## src/rtl/mem_arbiter.sv

```systemverilog
// Burst-read memory port arbiter: port 0 fixed priority, ports 1..N-1 round-robin,
// with an in-flight ID queue that steers returned words back to the issuing requester.
module mem_arbiter #(
  parameter int AN    = 24,
  parameter int DN    = 16,
  parameter int N     = 4,
  parameter int BURST = 8,
  parameter int QD    = 4
) (
  input  logic            clkSYS,
  input  logic            aclr,
  input  logic [N-1:0]    req,
  input  logic [N*AN-1:0] req_addr,
  output logic [N-1:0]    req_ack,
  output logic [DN-1:0]   rd_data,
  output logic [N-1:0]    rd_valid,
  output logic            mem_req,
  output logic [AN-1:0]   mem_addr,
  input  logic            mem_ack,
  input  logic [DN-1:0]   mem_data,
  input  logic            mem_valid,
  output logic            busy,
  output logic            err
);

  localparam int GW = $clog2(N);
  localparam int QW = $clog2(QD);
  localparam int BW = $clog2(BURST);
  localparam logic [GW:0]   N_W       = (GW+1)'(N);
  localparam logic [GW-1:0] LAST_PORT = GW'(N-1);
  localparam logic [GW-1:0] ONE_PORT  = GW'(1);
  localparam logic [QW:0]   QD_W      = (QW+1)'(QD);
  localparam logic [BW-1:0] LAST_WORD = BW'(BURST-1);

  typedef enum logic [1:0] {
    S_IDLE  = 2'd0,
    S_ISSUE = 2'd1,
    S_GAP   = 2'd2
  } state_t;

  state_t          state_q;
  logic [GW-1:0]   grant_q;
  logic [GW-1:0]   rr_q;
  logic            mem_req_q;
  logic [AN-1:0]   mem_addr_q;
  logic            err_q;
  logic [GW-1:0]   id_q [QD];
  logic [QW-1:0]   wr_ptr_q;
  logic [QW-1:0]   rd_ptr_q;
  logic [QW:0]     cnt_q;
  logic [QW:0]     cnt_d;
  logic [BW-1:0]   wcnt_q;

  logic            gnt_valid_s;
  logic [GW-1:0]   gnt_idx_s;
  logic [GW:0]     cand_s;
  logic [GW-1:0]   cand_idx_s;
  logic [AN-1:0]   sel_addr_s;
  logic            push_s;
  logic            pop_s;
  logic            q_empty_s;
  logic            q_full_s;
  logic [GW-1:0]   head_s;

  assign q_empty_s = (cnt_q == '0);
  assign q_full_s  = (cnt_q == QD_W);
  assign head_s    = id_q[rd_ptr_q];
  assign push_s    = (state_q == S_ISSUE) && mem_ack;
  assign pop_s     = mem_valid && !q_empty_s && (wcnt_q == LAST_WORD);

  // Grant selection: descending scan so the candidate closest to rr_q wins; port 0 overrides.
  always_comb begin
    gnt_valid_s = 1'b0;
    gnt_idx_s   = '0;
    cand_s      = '0;
    cand_idx_s  = '0;
    sel_addr_s  = '0;
    for (int k = N-2; k >= 0; k--) begin
      cand_s      = {1'b0, rr_q} + (GW+1)'(k);
      cand_s      = (cand_s >= N_W) ? (cand_s - (N_W - (GW+1)'(1))) : cand_s;
      cand_idx_s  = cand_s[GW-1:0];
      gnt_valid_s = gnt_valid_s | req[cand_idx_s];
      gnt_idx_s   = req[cand_idx_s] ? cand_idx_s : gnt_idx_s;
    end
    gnt_valid_s = gnt_valid_s | req[0];
    gnt_idx_s   = req[0] ? '0 : gnt_idx_s;
    for (int i = 0; i < N; i++) begin
      sel_addr_s = (gnt_idx_s == GW'(i)) ? req_addr[i*AN +: AN] : sel_addr_s;
    end
  end

  // Acknowledge and return-data strobes, steered by the granted port and the queue head.
  always_comb begin
    req_ack  = '0;
    rd_valid = '0;
    if (push_s) begin
      req_ack[grant_q] = 1'b1;
    end else begin
      req_ack = '0;
    end
    if (mem_valid && !q_empty_s) begin
      rd_valid[head_s] = 1'b1;
    end else begin
      rd_valid = '0;
    end
  end

  // Queue occupancy next state.
  always_comb begin
    cnt_d = cnt_q;
    case ({push_s, pop_s})
      2'b10:   cnt_d = cnt_q + (QW+1)'(1);
      2'b01:   cnt_d = cnt_q - (QW+1)'(1);
      default: cnt_d = cnt_q;
    endcase
  end

  assign rd_data  = mem_data;
  assign mem_req  = mem_req_q;
  assign mem_addr = mem_addr_q;
  assign busy     = !q_empty_s || mem_req_q;
  assign err      = err_q;

  // Arbitration FSM with registered request/address outputs and round-robin pointer.
  always_ff @(posedge clkSYS or posedge aclr) begin
    if (aclr) begin
      state_q    <= S_IDLE;
      grant_q    <= '0;
      rr_q       <= ONE_PORT;
      mem_req_q  <= 1'b0;
      mem_addr_q <= '0;
    end else begin
      case (state_q)
        S_IDLE: begin
          if (gnt_valid_s && !q_full_s) begin
            grant_q    <= gnt_idx_s;
            mem_addr_q <= sel_addr_s;
            mem_req_q  <= 1'b1;
            state_q    <= S_ISSUE;
          end
        end
        S_ISSUE: begin
          if (mem_ack) begin
            mem_req_q <= 1'b0;
            state_q   <= S_GAP;
            if (grant_q != '0) begin
              rr_q <= (grant_q == LAST_PORT) ? ONE_PORT : (grant_q + ONE_PORT);
            end
          end
        end
        S_GAP: begin
          state_q <= S_IDLE;
        end
        default: begin
          state_q   <= S_IDLE;
          mem_req_q <= 1'b0;
        end
      endcase
    end
  end

  // In-flight ID queue, beat counter and sticky orphan-data flag.
  always_ff @(posedge clkSYS or posedge aclr) begin
    if (aclr) begin
      for (int i = 0; i < QD; i++) begin
        id_q[i] <= '0;
      end
      wr_ptr_q <= '0;
      rd_ptr_q <= '0;
      cnt_q    <= '0;
      wcnt_q   <= '0;
      err_q    <= 1'b0;
    end else begin
      if (push_s) begin
        id_q[wr_ptr_q] <= grant_q;
        wr_ptr_q       <= wr_ptr_q + QW'(1);
      end
      if (pop_s) begin
        rd_ptr_q <= rd_ptr_q + QW'(1);
      end
      cnt_q <= cnt_d;
      if (mem_valid && !q_empty_s) begin
        wcnt_q <= wcnt_q + BW'(1);
      end
      if (mem_valid && q_empty_s) begin
        err_q <= 1'b1;
      end
    end
  end

endmodule

```

## config.mk

```make
export PLATFORM = sky130hd
export DESIGN_NAME = mem_arbiter
export DESIGN_NICKNAME = d
export VERILOG_FILES = /design/src/rtl/mem_arbiter.sv
export SDC_FILE = /design/constraint.sdc
export NUM_CORES = 1
export LEC_CHECK = 0
export ABC_AREA = 1
export ABC_CLOCK_PERIOD_IN_PS = 6250
export CAP_MARGIN = 20
export CORE_UTILIZATION = 31
export CTS_CLUSTER_SIZE = 25
export DETAILED_ROUTE_END_ITERATION = 8
export PLACE_DENSITY_LB_ADDON = 0.12
export SLEW_MARGIN = 30
export SYNTH_ARGS = -nofsm -noshare
export SYNTH_HDL_FRONTEND = slang
export SYNTH_SLANG_ARGS = --single-unit
```

## constraint.sdc

```tcl
create_clock -name clkSYS -period 6.25 [get_ports clkSYS]
set_clock_uncertainty 0.05 [all_clocks]
set_input_delay 1.25 -clock clkSYS [delete_from_list [all_inputs] [get_ports clkSYS]]
set_output_delay 1.25 -clock clkSYS [all_outputs]
set_load 0.02 [all_outputs]
```

==> Word level (Yosys, flattened, before mapping) <==
Cells that the tools add are included.
{ "totals": {"register_bits": 50, "output_inout_bits": 51, "elab_cells": 113} }
{ "classes": {"add_sub_neg": 11, "n_lt_le_gt_ge": 13, "n_eq_ne": 12, "mux": 37, "bitwise": 6, "reduce_logical": 20} }
{ "ops": {"columns": ["operator", "n"], "rows": [
  ["24-bit two-way mux", 4],
  ["2-bit two-way mux", 13],
  ["2-bit by 3-bit less-than comparator with 1-bit output, second input constant", 5],
  ["3-bit >= comparator, second input constant", 4],
  ["2-bit == test, second input constant", 5],
  ["8-bit bitwise mux", 1],
  ["1-bit logical AND", 8],
  ["4-bit two-way mux", 2],
  ["1-bit two-way mux", 7],
  ["2-bit by 1-bit adder with 2-bit output, second input constant", 3],
  ["3-bit by 1-bit adder with 3-bit output, second input constant", 2],
  ["1-bit binary-select mux with 2-bit select", 3],
  ["2-bit by 1-bit == test with 1-bit output, second input constant", 3],
  ["3-bit == test, second input constant", 2],
  ["2-bit NOT with 3-bit output", 2],
  ["3-bit case mux with 2 select lines", 1],
  ["3-bit AND reduction", 2],
  ["2-bit subtractor, second input constant", 3],
  ["2-bit binary-select mux with 2-bit select", 1],
  ["1-bit demux with 2-bit select", 2],
  ["2-bit demux with 2-bit select", 1],
  ["2-bit by 1-bit >= comparator with 1-bit output, second input constant", 2],
  ["2-bit zero test", 2],
  ["2-bit != test, second input constant", 2],
  ["14 further kinds", 19]
]} }

==> Logic depth before layout (Yosys ltp) <==
Gate-level depths: netlist (run 1).
{ "logic_depth": {"ltp_word": 14, "ltp_mapped": 17, "mapped_depth_nobuf": 16} }

==> Worst setup path before layout (run 1) <==
No wires, ideal clock.
{ "synth_path": {"kind": "input to output", "start": "input port mem_valid", "end": "output port rd_valid[2]", "arrival_ps": 1856, "setup_slack_ps": 3094, "cell_stages": 4, "path_buffers": 0, "path_cell_list": "nand2_1 inv_1 nand3_1 nor2_1"} }
{ "synth_between": {"elab_chain_len": 2} }
{ "synth_lines": {"columns": ["item", "line_no", "text"], "rows": [
  ["from (decl)", "21", "input logic mem_valid,"],
  ["1-bit logical AND", "101", "if (mem_valid && !q_empty_s) begin"],
  ["4-bit two-way mux", "101", null],
  ["to (decl)", "16", "output logic [N-1:0] rd_valid,"]
]} }
Every way passes these cells.

==> Worst setup path after layout (run 1) <==
Same ends and word-level chain as after synthesis.

==> flow_summary.json, run 1 <==
{
  "fin_cells": 838,
  "seq_area_frac_synth_pct": 34.1,
  "synth_cell_types": 28,
  "pwr-share-clk_pct": 13.2,
  "grt_pass1_wl_um": 16100,
  "timing.final.crit_share_pct": 65.7,
  "holdBufCountCts": 0,
  "synthCells": 578,
  "multiInputGateArea_um2": 1740,
  "syn_nets": 712,
  "power_density_nw_per_um2": 451,
  "drtAntennaViolNets": 0,
  "initial_core_util_pct": 32.1,
  "power_frac_seq_pct": 25.2,
  "synth_edf_count": 0,
  "maxSlewHeadroom_pct": 47.0,
  "htreeDepth": 2,
  "arrival_ns": 2.81,
  "setup_viol": 0,
  "r2r_slack_ns": 3.37,
  "timing.final.max_slew_violations": 0,
  "totalPowerFinal_uw": 2340,
  "die_area_um2": 12300,
  "cts_sinks": 50,
  "grt_pass1_vias": 3487,
  "dieWidth_um": 111,
  "hp-class": "register to register",
  "drcViolationCount": 0,
  "grt_overflow_total": 0,
  "start_kind": "input pin",
  "hold_ws_ns": 0.427,
  "ys.flop_type": "dfrtp_1",
  "crit_type": "input pin to output port",
  "vias": 3620,
  "internal_power_uw": 1240,
  "cts.repair.resized": 0,
  "io_buffer_count": 138,
  "outcome": "finished clean",
  "clockBufferDepth": 2,
  "ir_worst_vdd_mv": 0.231,
  "cts_inserted_buffers": 5,
  "combPwrFrac_pct": 61.6,
  "antenna_found_initial": 0,
  "final_nets": 828,
  "critPathCaptureType": "output port",
  "dp_slack_ns": 2.12,
  "ff_latch_area_um2": 1250,
  "first_iter_violations": 153,
  "syn2layout_area_growth_pct": 41.2,
  "setup_tns_ns": 0,
  "max_cap_violations": 0,
  "wire_per_inst_um": 11.5,
  "grt_max_degree": 51,
  "core_area_um2": 11500,
  "grtUsageTotal_pct": 15.9,
  "netSwitchingFraction_pct": 46.9,
  "fillerInstances": 1207,
  "synth.avg_cell_area_um2": 6.36,
  "path_max_fanout": 5,
  "post-dp-hpwl_um": 7370,
  "antenna_cells": 0,
  "cts-root-buf": "clkbuf_16",
  "postCtsSetupBuffers": 0,
  "power_switching_uw": 1100,
  "die_h_um": 111,
  "path_clk_slew_ns": 0.06,
  "wl_um": 9610,
  "num_io_pins": 171,
  "drive_gt1_share_pct": 3.60,
  "max_freq_mhz": 243,
  "ys_ff_latch": 50,
  "cts_tree": "yes",
  "yosys_warnings": 0,
  "syn-cell-area_um2": 3680,
  "clk_latency_ns": 0.28,
  "dr.pass1.iters": 4,
  "vias_per_cell": 4.32,
  "p_leak_uw": 0.00280,
  "cp.required_ns": 4.95,
  "final_common_cell": "nand2_1",
  "async_flop_share_pct": 100,
  "period_minus_slack_ns": 4.11,
  "dp.cells": 829,
  "num_rows": 39,
  "globalplace.congestion": 0.780,
  "worst_pin_slew_ns": 0.795,
  "worst_slack_ns": 2.14,
  "hold_viol": 0,
  "layout_common_cells": "nand2_1, clkdlybuf4s50_1, inv_1, nor2_1, dfrtp_1",
  "rsz0062_at_grt": "false"
}
metrics by stage:
stage,cell area (µm²),util (%)
2_1_floorplan,3680,-
3_3_place_gp,4990,43.6
4_1_cts,5160,45.0
5_1_grt,5190,45.3
6_report,5190,45.3
3_5_place_dp,5000,43.6
worst paths after layout:
| kind | from | end | cells past startpoint |
|---|---|---|---|
| worst min-delay path | err | err | 1 |
| worst min register to register | err | err | 1 |
| max in group asynchronous | aclr | id_q[3] | 2 |
| min in group asynchronous | aclr | mem_addr[0] | 2 |
| worst max-delay path | mem_valid | rd_valid[2] | 6 |
| worst max register to register | rr_q[0] | mem_addr[19] | 14 |
registers in the layout, summed over array words and instances, names as in the netlist, 2 cells and up:
signal    cells
cnt_q         3
wr_ptr_q      2
state_q       2
rr_q          2
mem_addr     24
grant_q       2
id_q          8
wcnt_q        3
rd_ptr_q      2
cell type report:
cell class / count / area share (%)
well taps: 143 / 3.45
clock buffers: 6 / 2.48
inverters: 116 / 8.44
repair buffers: 140 / 27.3
flip-flops and latches: 50 / 24.1
multi-input cells: 381 / 33.5
clock inverters: 2 / 0.723
synthesized netlist by cell type, drive strengths merged, types with 2 or more instances:
cell type / n / area, µm²
nand2: 236 / 903
nor2: 52 / 210
xnor2: 2 / 17.5
clkbuf: 3 / 11.3
o21ai: 16 / 80.1
dfrtp: 49 / 1230
nand3: 47 / 245
or2: 4 / 25.0
xor2: 4 / 35.0
inv: 115 / 432
buf: 28 / 238
a21oi: 3 / 15.0
ha: 13 / 163
critical path, cell delays in order:
cell             delay (ns)
clkdlybuf4s50_1        0.48
nand2_1                0.11
inv_1                  0.14
nand3_1                0.10
nor2_1                 0.11
clkdlybuf4s50_1        0.61
layer usage:
layer / global-route usage [%] / vias to the layer above / routed length [µm]
li1: - / 1911 / -
met1: 18.3 / 1585 / 4190
met2: 28.5 / 116 / 4490
met3: 5.85 / 8 / 880
met4: 2.40 / 0 / 48
met5: 0 / - / 0
kinds of logic (layout without fill, tap and decap cells):
| kind of cell | after synthesis | after routing | share of synthesized area, % |
|---|---|---|---|
| AOI/OAI and AO/OA | 22 | 22 | 3.27 |
| xor gates and xnor gates | 6 | 6 | 1.43 |
| adders and majority gates | 14 | 14 | 4.97 |
| buffers and inverters | 147 | 264 | 18.6 |
| DFF | 50 | 50 | 34.1 |
| and+or+nand+nor | 339 | 339 | 37.6 |
power by group through the flow:
stage,clock [µW],combinational [µW],sequential [µW]
finish,308,1440,590
global placement,0,1440,591
detailed placement,0,1450,594
floorplan,0,949,669
global route,331,1650,611
CTS,316,1460,592
Power figures use the tool's default switching activity.
==> inputs of run 2 (changes only) <==
Settings changed: ABC_CLOCK_PERIOD_IN_PS 6250 to 4000.
Clock period 6.25 ns to 4 ns, I/O delays scaled along.
==> run 2 against run 1 <==
Net effect: via count shrank 1.0%; routed wire length grew 1.3%; core utilization shrank 0.38 points; sequential cell count is the same; critical path depth is the same; combinational power grew 56%; first-iteration DRC count shrank 5.9%; critical path type unchanged; largest power group unchanged; highest routed layer unchanged.
==> flow_summary.json, run 2 (synthesis results as in run 1) <==
{
  "post-route-util_pct": 44.9,
  "cp.required_ns": 3.15,
  "clockBufferDepth": 2,
  "max_stage_delay_ns": 0.60,
  "power_frac_seq_pct": 25.8,
  "vias": 3583,
  "internal_power_uw": 1870,
  "grtUsageTotal_pct": 16.4,
  "dieWidth_um": 111,
  "timing.final.max_slew_violations": 0,
  "num_io_pins": 171,
  "crit_path_cell_trace": "clkdlybuf4s50_1 > nand2_1 > inv_1 > nand3_1 > nor2_1 > clkdlybuf4s50_1",
  "first_iter_violations": 144,
  "power_density_nw_per_um2": 696,
  "die_area_um2": 12300,
  "design_area_um2": 5150,
  "placed_cell_area_um2": 5000,
  "ir_worst_vdd_mv": 0.315,
  "max_freq_mhz": 311,
  "period_minus_slack_ns": 3.21,
  "setup_viol": 0,
  "wl_met2_um": 4590,
  "hold_ws_ns": 0.419,
  "dr.pass1.iters": 4,
  "htreeDepth": 2,
  "drive_gt1_share_pct": 3.60,
  "final_common_cell": "nand2_1",
  "crit_buf_inv": 3,
  "critical_path.slowest_cell": "clkdlybuf4s50_1",
  "cts.repair.resized": 0,
  "hold_viol": 0,
  "fin_cells": 838,
  "crit_type": "input pin to output port",
  "cp_top_family": "buffers and inverters",
  "cts_sinks": 50,
  "initial_core_util_pct": 32.1,
  "largest_reg_flops": 24,
  "io_buffer_count": 138,
  "drtAntennaViolNets": 0,
  "holdBufCountCts": 0,
  "power_switching_uw": 1710,
  "maxSlewHeadroom_pct": 47.1,
  "layout_common_cells": "nand2_1, clkdlybuf4s50_1, inv_1, nor2_1, dfrtp_1",
  "antenna_cells": 0,
  "crit_top_cell": "clkdlybuf4s50_1",
  "arrival_ns": 2.36,
  "cts_tree": "yes",
  "pwr-share-clk_pct": 11.7,
  "netSwitchingFraction_pct": 47.8,
  "critPathCaptureType": "output port",
  "combPwrFrac_pct": 62.5,
  "wirelength_met1_um": 4270,
  "final_nets": 828,
  "setup_tns_ns": 0,
  "syn2layout_area_growth_pct": 40.0,
  "rsz0062_at_grt": "false",
  "worst_pin_slew_ns": 0.792,
  "outcome": "finished clean",
  "cts_inserted_buffers": 5,
  "start_kind": "input pin",
  "grt_pass1_wl_um": 16300,
  "grt_max_degree": 51,
  "max_cap_violations": 0,
  "postCtsSetupBuffers": 0,
  "die_h_um": 111,
  "timing.final.crit_share_pct": 80.3,
  "drcViolationCount": 0,
  "post-dp-hpwl_um": 7370,
  "num_rows": 39,
  "wire_per_inst_um": 11.6,
  "r2r_slack_ns": 1.28,
  "path_max_fanout": 5,
  "highest_layer": "met4",
  "cts-root-buf": "clkbuf_16",
  "wl_um": 9730,
  "dp.cells": 830,
  "path_clk_slew_ns": 0.07,
  "vias_per_cell": 4.28,
  "core_area_um2": 11500,
  "wl_met3_um": 800,
  "hp-class": "register to register",
  "p_leak_uw": 0.00279,
  "grt_overflow_total": 0,
  "grt_pass1_vias": 3547,
  "antenna_found_initial": 0,
  "clk_latency_ns": 0.29,
  "globalplace.congestion": 0.824
}
## run 2: cell types whose count changed in the layout (fill, tap and decap cells not counted)
cell and delta:
buf_16 -1, clkinvlp_4 -1, bufinv_16 -1, inv_6 +1, buf_4 +1, clkinv_2 +1
## run 2: final timing paths
kind | from | end | cells after the start
worst max-delay path | mem_valid | rd_valid[2] | 6
worst min-delay path | err | err | 1
worst max register to register | rr_q[0] | mem_addr[21] | 15
worst min register to register | err | err | 1
max in group asynchronous | aclr | mem_addr[22] | 2
min in group asynchronous | aclr | mem_addr[5] | 2
## run 2: metrics by stage
| stage | power [µW] | worst slack [ns] |
|---|---|---|
| 6_report | 3580 | 0.789 |
| 5_1_grt | 3980 | 0.698 |
| 4_1_cts | 3640 | 0.790 |
| 3_5_place_dp | 3200 | 0.798 |
| 3_3_place_gp | 3180 | 0.804 |
| 2_1_floorplan | 2530 | 1.74 |
## run 2: final cells by class
class	instances	area, µm²
Clock buffer	6	129
Clock inverter	2	13.8
Fill cell	1236	6320
Inverter	116	438
Multi-Input combinational cell	381	1740
Sequential cell	50	1250
Tap cell	143	179
Timing Repair Buffer	140	1400
## run 2: worst reg2reg max path, delay by kind of cell, from the launching register on
family                     cells  cell delay, ns
and+or+nand+nor               10            0.90
buffers and inverters          4            0.72
DFF                            1            0.59
adders and majority gates      1            0.38
## run 2: layer usage
metal	vias up	GRT usage, %
met3	11	5.63
met1	1572	19.1
li1	1907	-
met2	93	29.1
met4	0	3.47
met5	-	0
## run 2: power by group through the flow
| stage | Combinational, µW | Clock, µW | Sequential, µW |
|---|---|---|---|
| CTS | 2280 | 439 | 926 |
| floorplan | 1480 | 0 | 1050 |
| global route | 2570 | 463 | 955 |
| global placement | 2250 | 0 | 932 |
| detailed placement | 2270 | 0 | 929 |
| finish | 2240 | 419 | 925 |
